### src/rtl/axis_exp_adc_seq.sv
// axis_exp_adc_seq: trigger sequencer for the SPI ADC with an outstanding-conversion limit and AXIS accept snooping.
// Defining ADC_SEQ_EXT_TRIG_EN takes trigger slots from rising edges of ext_trig, rate-limited by the period.
module axis_exp_adc_seq #(
    parameter int CNT_WIDTH       = 32,
    parameter int MIN_PERIOD      = 24,
    parameter int MAX_OUTSTANDING = 2
) (
    input  logic                 aclk,
    input  logic                 aresetn,
    input  logic [CNT_WIDTH-1:0] cfg_period,
    input  logic [CNT_WIDTH-1:0] cfg_count,
    input  logic                 start,
    input  logic                 abort,
`ifdef ADC_SEQ_EXT_TRIG_EN
    input  logic                 ext_trig,
`endif
    output logic                 adc_trigger,
    input  logic                 mon_tvalid,
    input  logic                 mon_tready,
    output logic                 busy,
    output logic                 done,
    output logic                 overrun,
    output logic [CNT_WIDTH-1:0] skipped,
    output logic [CNT_WIDTH-1:0] sample_cnt
);
    localparam logic [1:0] S_IDLE  = 2'd0;
    localparam logic [1:0] S_RUN   = 2'd1;
    localparam logic [1:0] S_DRAIN = 2'd2;
    localparam logic [CNT_WIDTH-1:0] MIN_P   = CNT_WIDTH'(MIN_PERIOD);
    localparam logic [CNT_WIDTH-1:0] ONE     = CNT_WIDTH'(1);
    localparam logic [1:0]           MAX_OUT = 2'(MAX_OUTSTANDING);

    logic [1:0]           state_q, state_d, out_q, out_d, out_nx;
    logic [CNT_WIDTH-1:0] period_q, period_d, count_q, count_d, issued_q, issued_d;
    logic [CNT_WIDTH-1:0] pcnt_q, pcnt_d, sample_q, sample_d, skipped_q, skipped_d;
    logic                 overrun_q, overrun_d, trig_q, trig_d, done_q, done_d;
    logic                 dec, slot, slot_ok;

`ifdef ADC_SEQ_EXT_TRIG_EN
    logic [2:0] sync_q;
    always_ff @(posedge aclk or negedge aresetn) begin
        if (!aresetn) sync_q <= '0;
        else          sync_q <= {sync_q[1:0], ext_trig};
    end
    // pcnt_q counts down from the last slot, so a nonzero value marks an edge that came too soon
    assign slot    = sync_q[1] & ~sync_q[2];
    assign slot_ok = pcnt_q == '0;
`else
    assign slot    = pcnt_q == '0;
    assign slot_ok = 1'b1;
`endif

    // Accepts with nothing outstanding are stray words and leave the counters alone
    assign dec    = mon_tvalid && mon_tready && out_q != 2'd0;
    assign out_nx = out_q - {1'b0, dec};

    always_comb begin
        state_d   = state_q;
        period_d  = period_q;
        count_d   = count_q;
        issued_d  = issued_q;
        pcnt_d    = pcnt_q;
        out_d     = out_nx;
        sample_d  = sample_q + CNT_WIDTH'(dec);
        skipped_d = skipped_q;
        overrun_d = overrun_q;
        trig_d    = 1'b0;
        done_d    = 1'b0;
        case (state_q)
            S_IDLE: if (start && !abort && cfg_count != '0) begin
                state_d   = S_RUN;
                period_d  = cfg_period < MIN_P ? MIN_P : cfg_period;
                count_d   = cfg_count;
                issued_d  = '0;
                pcnt_d    = '0;
                out_d     = '0;
                sample_d  = '0;
                skipped_d = '0;
                overrun_d = 1'b0;
            end
            S_RUN: if (abort) begin
                state_d = S_IDLE;
            end else begin
                pcnt_d = pcnt_q != '0 ? pcnt_q - ONE : '0;
                if (slot) begin
                    pcnt_d   = period_q - ONE;
                    issued_d = issued_q + ONE;
                    if (slot_ok && out_nx < MAX_OUT) begin
                        trig_d = 1'b1;
                        out_d  = out_nx + 2'd1;
                    end else begin
                        skipped_d = skipped_q + ONE;
                        overrun_d = 1'b1;
                    end
                    if (issued_d == count_q) state_d = S_DRAIN;
                end
            end
            S_DRAIN: if (abort) begin
                state_d = S_IDLE;
            end else if (out_q == 2'd0) begin
                state_d = S_IDLE;
                done_d  = 1'b1;
            end
            default: state_d = S_IDLE;
        endcase
    end

    always_ff @(posedge aclk or negedge aresetn) begin
        if (!aresetn) begin
            state_q   <= S_IDLE;
            period_q  <= '0;
            count_q   <= '0;
            issued_q  <= '0;
            pcnt_q    <= '0;
            out_q     <= '0;
            sample_q  <= '0;
            skipped_q <= '0;
            overrun_q <= 1'b0;
            trig_q    <= 1'b0;
            done_q    <= 1'b0;
        end else begin
            state_q   <= state_d;
            period_q  <= period_d;
            count_q   <= count_d;
            issued_q  <= issued_d;
            pcnt_q    <= pcnt_d;
            out_q     <= out_d;
            sample_q  <= sample_d;
            skipped_q <= skipped_d;
            overrun_q <= overrun_d;
            trig_q    <= trig_d;
            done_q    <= done_d;
        end
    end

    assign adc_trigger = trig_q;
    assign busy        = state_q != S_IDLE;
    assign done        = done_q;
    assign overrun     = overrun_q;
    assign skipped     = skipped_q;
    assign sample_cnt  = sample_q;
endmodule

### config.mk
export PLATFORM = sky130hd
export DESIGN_NAME = axis_exp_adc_seq
export DESIGN_NICKNAME = d
export VERILOG_FILES = /design/src/rtl/axis_exp_adc_seq.sv
export SDC_FILE = /design/constraint.sdc
export NUM_CORES = 1
export LEC_CHECK = 0
export ABC_AREA = 1
export CORE_MARGIN = 4
export CORE_UTILIZATION = 55
export DETAILED_ROUTE_END_ITERATION = 6
export PLACE_DENSITY = 0.87
export SETUP_SLACK_MARGIN = 0.5
export SYNTH_ARGS = -nofsm -noshare
export SYNTH_HDL_FRONTEND = slang
export SYNTH_SLANG_ARGS = --single-unit
### constraint.sdc
create_clock -name aclk -period 2.7 [get_ports aclk]
set_clock_uncertainty 0.1 [all_clocks]
set_input_delay 0.27 -clock aclk [delete_from_list [all_inputs] [get_ports aclk]]
set_output_delay 0.27 -clock aclk [all_outputs]
set_load 0.02 [all_outputs]
==> run metrics, run 1 <==
Fin. Hold Viols 0; Antenna Diode Count 0; initial cell density of the core between 50% and 60%; Pwr per Cell Area 727 nW/um^2; Unique masters post-synth 48; failing checks DRC; ys flop type dfrtp_1; Num CTS Buffers 17; Placer Congestion 0.959; io pins 138; yosys warns 0; flops & latches, synth 199; die area approximately 25,000 sq um; Hold Path Class input port to asynchronous set/reset pin; EDFF count, synth 0; DR pass1 iterations 7; Worst Path Arrival 2.51 ns; asr flop ratio synth 100%; Slew headroom 56.3%; Port Buf Inserts 137; Leakage 7.24 nW; Yosys top cell area share 40.4%; area leader, netlist dfrtp_1; DR iter-0 viols 1,249; dominant cells by area after synthesis dfrtp_1 (40%), nand2_1 (15%), nor2_1 (6.4%); max-cap violation count 0; routing usage on met2 50.0%; RSZ-0062 raised after global routing true; first-pass GRT wire length about 60,000 microns; Post-Synthesis Cell Area 12,300 sq um; GR Util met3 4.07%; crit path kind register to register; final worst setup slack 0.407 ns; Worst EP required approximately 2.9 ns; CTS clk-pin slew, worst paths 0.07 ns; Final HPWL DP 27,100 microns; GR Util met1 between 40% and 50%; layout cells sized above 1 16.2%; sequential share of the synthesized area 40.4%; Power, Total between 10 and 15 mW; final-stage net count 2,063; Post-Synthesis Cells about 1,800; slowest cell delay on critical path 0.44 ns; H-tree depth 4; maximum vdd drop 0.502 mV; clk sinks 199; Synth Net Count between 1,500 and 2,000; Residual DRC 1; Clock Path Buffers 2; total wire length 40,600 microns; status finished, violations left; Max FO, Critical Path 5; initial antenna violation count 0; dpl ws -0.0154 ns; Top Usage Layer GRT met2; fin crit period 2.29 ns; Die Y roughly 160 microns; drt wl/cell 17.8 microns; clock insertion delay at the later pin of the skew report 0.44 ns; Post-DRT Antenna Nets 0; # setup viols final 0; CORE AREA 22,000 sq um; Final Hold Slack around 0.3 ns; total congestion overflow 0; CTS tree built; gr usage total 30.2%; clk root buf clkbuf_16; Slew @ Worst Pin 0.651 ns; Crit-path slowest cell dfrtp_2; P&R area growth vs syn 31.8%; fill cell count 1,640; Avg Cell Area, Syn 7.01 sq um; vias in the first global route between 10,000 and 15,000; count of pins over their slew limit 0; vias per cell approximately 6; Startpoint Class register; Peak Freq 436 MHz; Horiz. Die Dim 158 microns; crit end category register; row count 54; routed vias 13,300; worst path cell trace buf_4 -> nor2_2 -> nand2_2 -> nor2_4 -> nand2_2 -> nor2_4 -> nand2_4 -> nor2_4 -> nand2_2 -> o21ai_0 -> nand2_1 -> o211ai_1 -> nand2_1; period utilization 84.9%; largest net degree at the start of global routing 109
[final timing paths]
kind / from / to / slack, ns / cells past startpoint
min in group aclk: cfg_period[16] / period_q[16] / 0.31 / 3
worst min-delay path: aresetn / skipped[8] / 0.30 / 2
max in group asynchronous: aresetn / issued_q[3] / 1.40 / 3
worst max register to register: pcnt_q[12] / pcnt_q[25] / 0.41 / 13
worst max-delay path: pcnt_q[12] / pcnt_q[25] / 0.41 / 13
worst min register to register: overrun / overrun / 0.39 / 2
[flip-flops by register name (all words and copies together) (netlist names), 2 cells and up]
signal	flops
count_q	32
issued_q	32
out_q	2
pcnt_q	32
period_q	32
sample_cnt	32
skipped	32
state_q	2
[cell usage in the layout, fill, tap and decap left out, drive strengths merged, types with 3 or more instances in the layout]
master / synthesis / final
a21oi: 40 / 40
buf: 11 / 106
bufinv: 0 / 3
clkbuf: 28 / 22
clkdlybuf4s50: 0 / 136
clkinv: 1 / 6
dfrtp: 199 / 199
ha: 8 / 8
inv: 207 / 208
nand2: 500 / 501
nand3: 140 / 140
nand3b: 4 / 4
nand4: 49 / 49
nor2: 225 / 226
nor3: 53 / 53
nor4: 14 / 14
o211ai: 3 / 3
o21a: 4 / 4
o21ai: 141 / 141
o21bai: 3 / 3
o22ai: 25 / 25
o31ai: 10 / 10
or2: 3 / 3
xnor2: 17 / 17
xor2: 59 / 59
[cell usage after synthesis (3+ instances only)]
| library cell | count |
|---|---|
| o21bai_1 | 3 |
| xor2_1 | 59 |
| o31ai_2 | 6 |
| o22ai_1 | 25 |
| nand3_1 | 139 |
| nor2_2 | 8 |
| o21a_1 | 4 |
| a21oi_1 | 40 |
| nand2_4 | 3 |
| nand4_1 | 49 |
| o211ai_1 | 3 |
| inv_2 | 4 |
| nand3b_1 | 4 |
| buf_2 | 6 |
| nor3_2 | 3 |
| o31ai_1 | 4 |
| ha_1 | 8 |
| xnor2_1 | 17 |
| dfrtp_1 | 199 |
| nor2_4 | 5 |
| inv_1 | 202 |
| clkbuf_1 | 28 |
| nand2_1 | 495 |
| nor2_1 | 211 |
| buf_4 | 3 |
| nor4_1 | 14 |
| nor3_1 | 50 |
| o21ai_0 | 110 |
| o21ai_1 | 31 |
[cell families after synthesis]
group	count (synthesis)	share of synthesized area, %
and+or+nand+nor	993	34.8
buffers and inverters	247	7.81
AOI/OAI and AO/OA	234	10.7
DFF	199	40.4
xor gates and xnor gates	77	5.58
adders and majority gates	8	0.812
[final cells by class]
cell class | count | area (sq um) | area share [%]
inverters | 208 | 801 | 4.93
flip-flops and latches | 199 | 4990 | 30.7
clock buffers | 20 | 437 | 2.69
well taps | 280 | 350 | 2.16
repair buffers | 245 | 2360 | 14.5
clock inverters | 11 | 146 | 0.901
multi-input cells | 1314 | 7160 | 44.1
[what timing repair did]
| item | in CTS | in global routing |
|---|---|---|
| resized for setup | 93 | 142 |
| setup endpoints to repair | 98 | 104 |
| cloned | 1 | 2 |
| buffers inserted | 14 | 52 |
| pin swaps | 18 | 40 |
| hold buffers | 1 | 0 |
| endpoints found under the hold margin | 66 | 0 |
[critical path, delay by kind of cell (launching register included)]
family          cells  cell delay, ns
compound gates      2            0.32
simple gates       10            1.15
buf+inv             1            0.16
flops               1            0.44
[stage by stage]
step | setup TNS, ns | cell area [sq um] | instances | utilization [%]
floorplan | 0 | 12300 | 1758 | -
global placement | 0 | 14200 | 2176 | 64.9
detailed placement | -0.0154 | 14200 | 2176 | 64.9
CTS | 0 | 15300 | 2223 | 69.5
global route | 0 | 16300 | 2277 | 74.0
finish | 0 | 16300 | 2277 | 74.0
[where the power goes]
group / internal, mW / switching (mW) / total [mW]
registers: 3.44 / 0.477 / 3.91
clock network: 1.46 / 1.19 / 2.65
logic: 2.12 / 3.13 / 5.25
total: 7.01 / 4.80 / 11.8
[per-layer routing]
layer	vias up	share of wire [%]
li1	6194	-
met1	6264	40
met2	731	49
met3	144	7.5
met4	0	3.9
met5	-	0
Note: power is estimated with default switching activity, not from simulation.
==> run 2: changes to the inputs <==
clock period = 2.4 ns   (was 2.7 ns; I/O delays follow)
==> run 2 against run 1 <==
The run ends with DRC, setup timing left. Setup slack got worse by 0.52 ns. Sequential power rose by 15%. Clock power is 18% higher. Combinational power up 52%. Sequential cell count unchanged. Non-clock buffer count grew 90. Global-route usage grew 4.1 points. Cell count rose by 3.9%. Sequential share of layout area down 3.6 points. First-iteration DRC count grew 63%. Critical endpoint is now state_q[0].
==> run metrics, run 2 (synthesis gave the netlist of run 1 again) <==
Pwr per Cell Area 849 nW/um^2 (+17%); Fin. Hold Viols 0 (unchanged); period utilization 105% (+20 points); Worst Path Arrival 2.77 ns (+0.26 ns); Slew headroom 44.9% (-11 points); Antenna Diode Count 0 (unchanged); Comb power frac 51.0% (+6.6 points); internal reg-to-reg setup slack -0.11 ns (-0.52 ns); gr usage total 34.3% (+4.1 points); commonest non-fill, non-tap cell in the layout nand2_1; final-stage net count 2,151 (+4.3%); Residual DRC 81 (+80); io pins 138 (unchanged); slowest cell delay on critical path 0.47 ns (+0.03 ns); P_sw 6.75 mW (+40%); vias in the first global route 13,700 (+11%); clk root buf clkbuf_16; Worst EP required 2.66 ns (-0.26 ns); RR Endpoint state_q[0]; Hold Path Class input port to asynchronous set/reset pin; Startpoint Class register; Post-DRT Antenna Nets 0 (unchanged); Crit-path slowest cell dfrtp_1; sw frac 43.2% (+2.5 points); Port Buf Inserts 137 (unchanged); P&R area growth vs syn 49.2%; largest net degree at the start of global routing 54 (-50%); Peak Freq 398 MHz (-8.6%); H-tree depth 4 (unchanged); Num CTS Buffers 17 (unchanged); CORE AREA 22,000 sq um (unchanged); CTS clk-pin slew, worst paths 0.07 ns (about the same); Placer Congestion 0.968 (+0.96%); max-cap violation count 0 (unchanged); Placed Area 14,700 sq um (+2.9%); clk sinks 199 (unchanged); # setup viols final 2 (+2); worst reg-to-reg path cell count 16 (+3); total congestion overflow 0 (unchanged); Clock Path Buffers 2 (unchanged); routed vias 14,900 (+12%); part of the power in registers 28.9% (-4.2 points); Slew @ Worst Pin 0.819 ns (+0.169 ns); cell-internal power 8.87 mW (+26%); row count 54 (unchanged); first-pass GRT wire length 68,100 microns (+12%); Critical path destination state_q[0]; status finished, violations left; RSZ-0062 raised after global routing true; Power, Total 15.6 mW (+32%); Crit path depth 16 (+3); maximum vdd drop 0.649 mV (+29%); Largest delay share family, worst path simple AND/OR/NAND/NOR gates; final worst setup slack -0.110 ns (-0.517 ns); initial antenna violation count 1 (+1); crit end category register; cell mode on critical path nand2_1; most frequent cells in the layout nand2_1 (432), dfrtp_1 (185), inv_1 (181); initial cell density of the core 56.2% (unchanged); Max FO, Critical Path 9 (+4); Worst R2R Start issued_q[1]; fin crit period 2.51 ns (+0.217 ns); total wire length 51,700 microns (+28%); vias per cell 6.32 (+7.9%); Clk pwr share 20.1% (-2.4 points); drt wl/cell 21.9 microns (+23%); Critical path origin issued_q[1]; DR iter-0 viols 2,031 (+63%); Critical path buffers and inverters 2 (+1); DR pass1 iterations 7 (unchanged); die area 24,900 sq um (unchanged); Die Y 158 microns (unchanged); non-filler cells, final 2,365 (+3.9%); placed cell count 2,206 (+1.4%); Leakage 8.62 nW (+19%); worst path cell trace nand3_1 -> inv_1 -> nand2_1 -> nor2_4 -> buf_12 -> nand2_1 -> nand2_1 -> nand2_1 -> nand2_1 -> nand2_1 -> nor2_1 -> nand2_1 -> nor2_2 -> nand3_2 -> nand2_1 -> nand2_1; count of pins over their slew limit 0 (unchanged); Final HPWL DP 28,000 microns (+3.3%); layout cells sized above 1 28.0% (+12 points); failing checks DRC, setup timing; clock insertion delay at the later pin of the skew report 0.47 ns (+0.03 ns); Horiz. Die Dim 158 microns (unchanged); Design Area, Final 18,400 sq um (+13%); CTS tree built; crit path kind register to register
[run 2: power by group through the flow]
stage / clock network, mW / registers [mW] / logic [mW]
after floorplan: 0 / 4.31 / 3.10
after global placement: 0 / 4.35 / 4.37
after detailed placement: 0 / 4.38 / 4.50
after CTS: 3.07 / 4.35 / 6.00
after global routing: 3.25 / 4.55 / 8.35
final: 3.13 / 4.51 / 7.97
[run 2: layout make-up]
| class | instances | area [sq um] |
|---|---|---|
| clock buffers | 19 | 443 |
| clock inverters | 12 | 164 |
| fillers | 1202 | 3550 |
| inverters | 208 | 836 |
| multi-input cells | 1312 | 8070 |
| flip-flops and latches | 199 | 5000 |
| well taps | 280 | 350 |
| repair buffers | 335 | 3540 |
[run 2: worst min path at each step]
stage | startpoint | depth (start not counted) | slack, ns | end
6_report | aresetn | 2 | 0.20 | skipped[30]
3_5_place_dp | aresetn | 1 | 0.13 | skipped[30]
3_3_place_gp | aresetn | 1 | 0.13 | skipped[12]
4_1_cts | aresetn | 2 | 0.23 | overrun
2_1_floorplan | aresetn | 0 | -0.16 | adc_trigger
5_1_grt | aresetn | 2 | 0.23 | overrun
[run 2: what timing repair did]
item                                    in CTS  in global routing
buffers inserted                            72                 42
endpoints found under the setup margin     141                160
pin swaps                                   74                 97
gates resized for setup                    282                276
endpoints found under the hold margin       49                  0
gates cloned                                13                  0
hold buffers                                 1                  0
[run 2: worst reg2reg max path, stage by stage (launching register included)]
cell and delay [ns]:
dfrtp_1 0.47, nand3_1 0.21, inv_1 0.21, nand2_1 0.16
nor2_4 0.13, buf_12 0.14, nand2_1 0.07, nand2_1 0.11
nand2_1 0.07, nand2_1 0.06, nand2_1 0.10, nor2_1 0.12
nand2_1 0.09, nor2_2 0.14, nand3_2 0.10, nand2_1 0.07
nand2_1 0.05
[run 2: per-stage QoR]
stage          hold WS, ns  TNS, ns  worst slack, ns  utilization, %
2_1_floorplan       -0.156        0            0.300               -
3_3_place_gp         0.129   -0.175          -0.0935            66.7
3_5_place_dp         0.131    -1.19           -0.173            66.7
4_1_cts              0.233        0            0.119            77.6
5_1_grt              0.234   -0.799           -0.243            83.8
6_report             0.198   -0.193           -0.110            83.8
[run 2: routing by layer]
layer | routed length, microns | global-route usage (%) | vias to the layer above
met2 | 24700 | 57.8 | 1185
met1 | 18300 | 43.0 | 7002
li1 | - | - | 6363
met4 | 3740 | 16.6 | 0
met5 | 0 | 0 | -
met3 | 5010 | 5.41 | 394
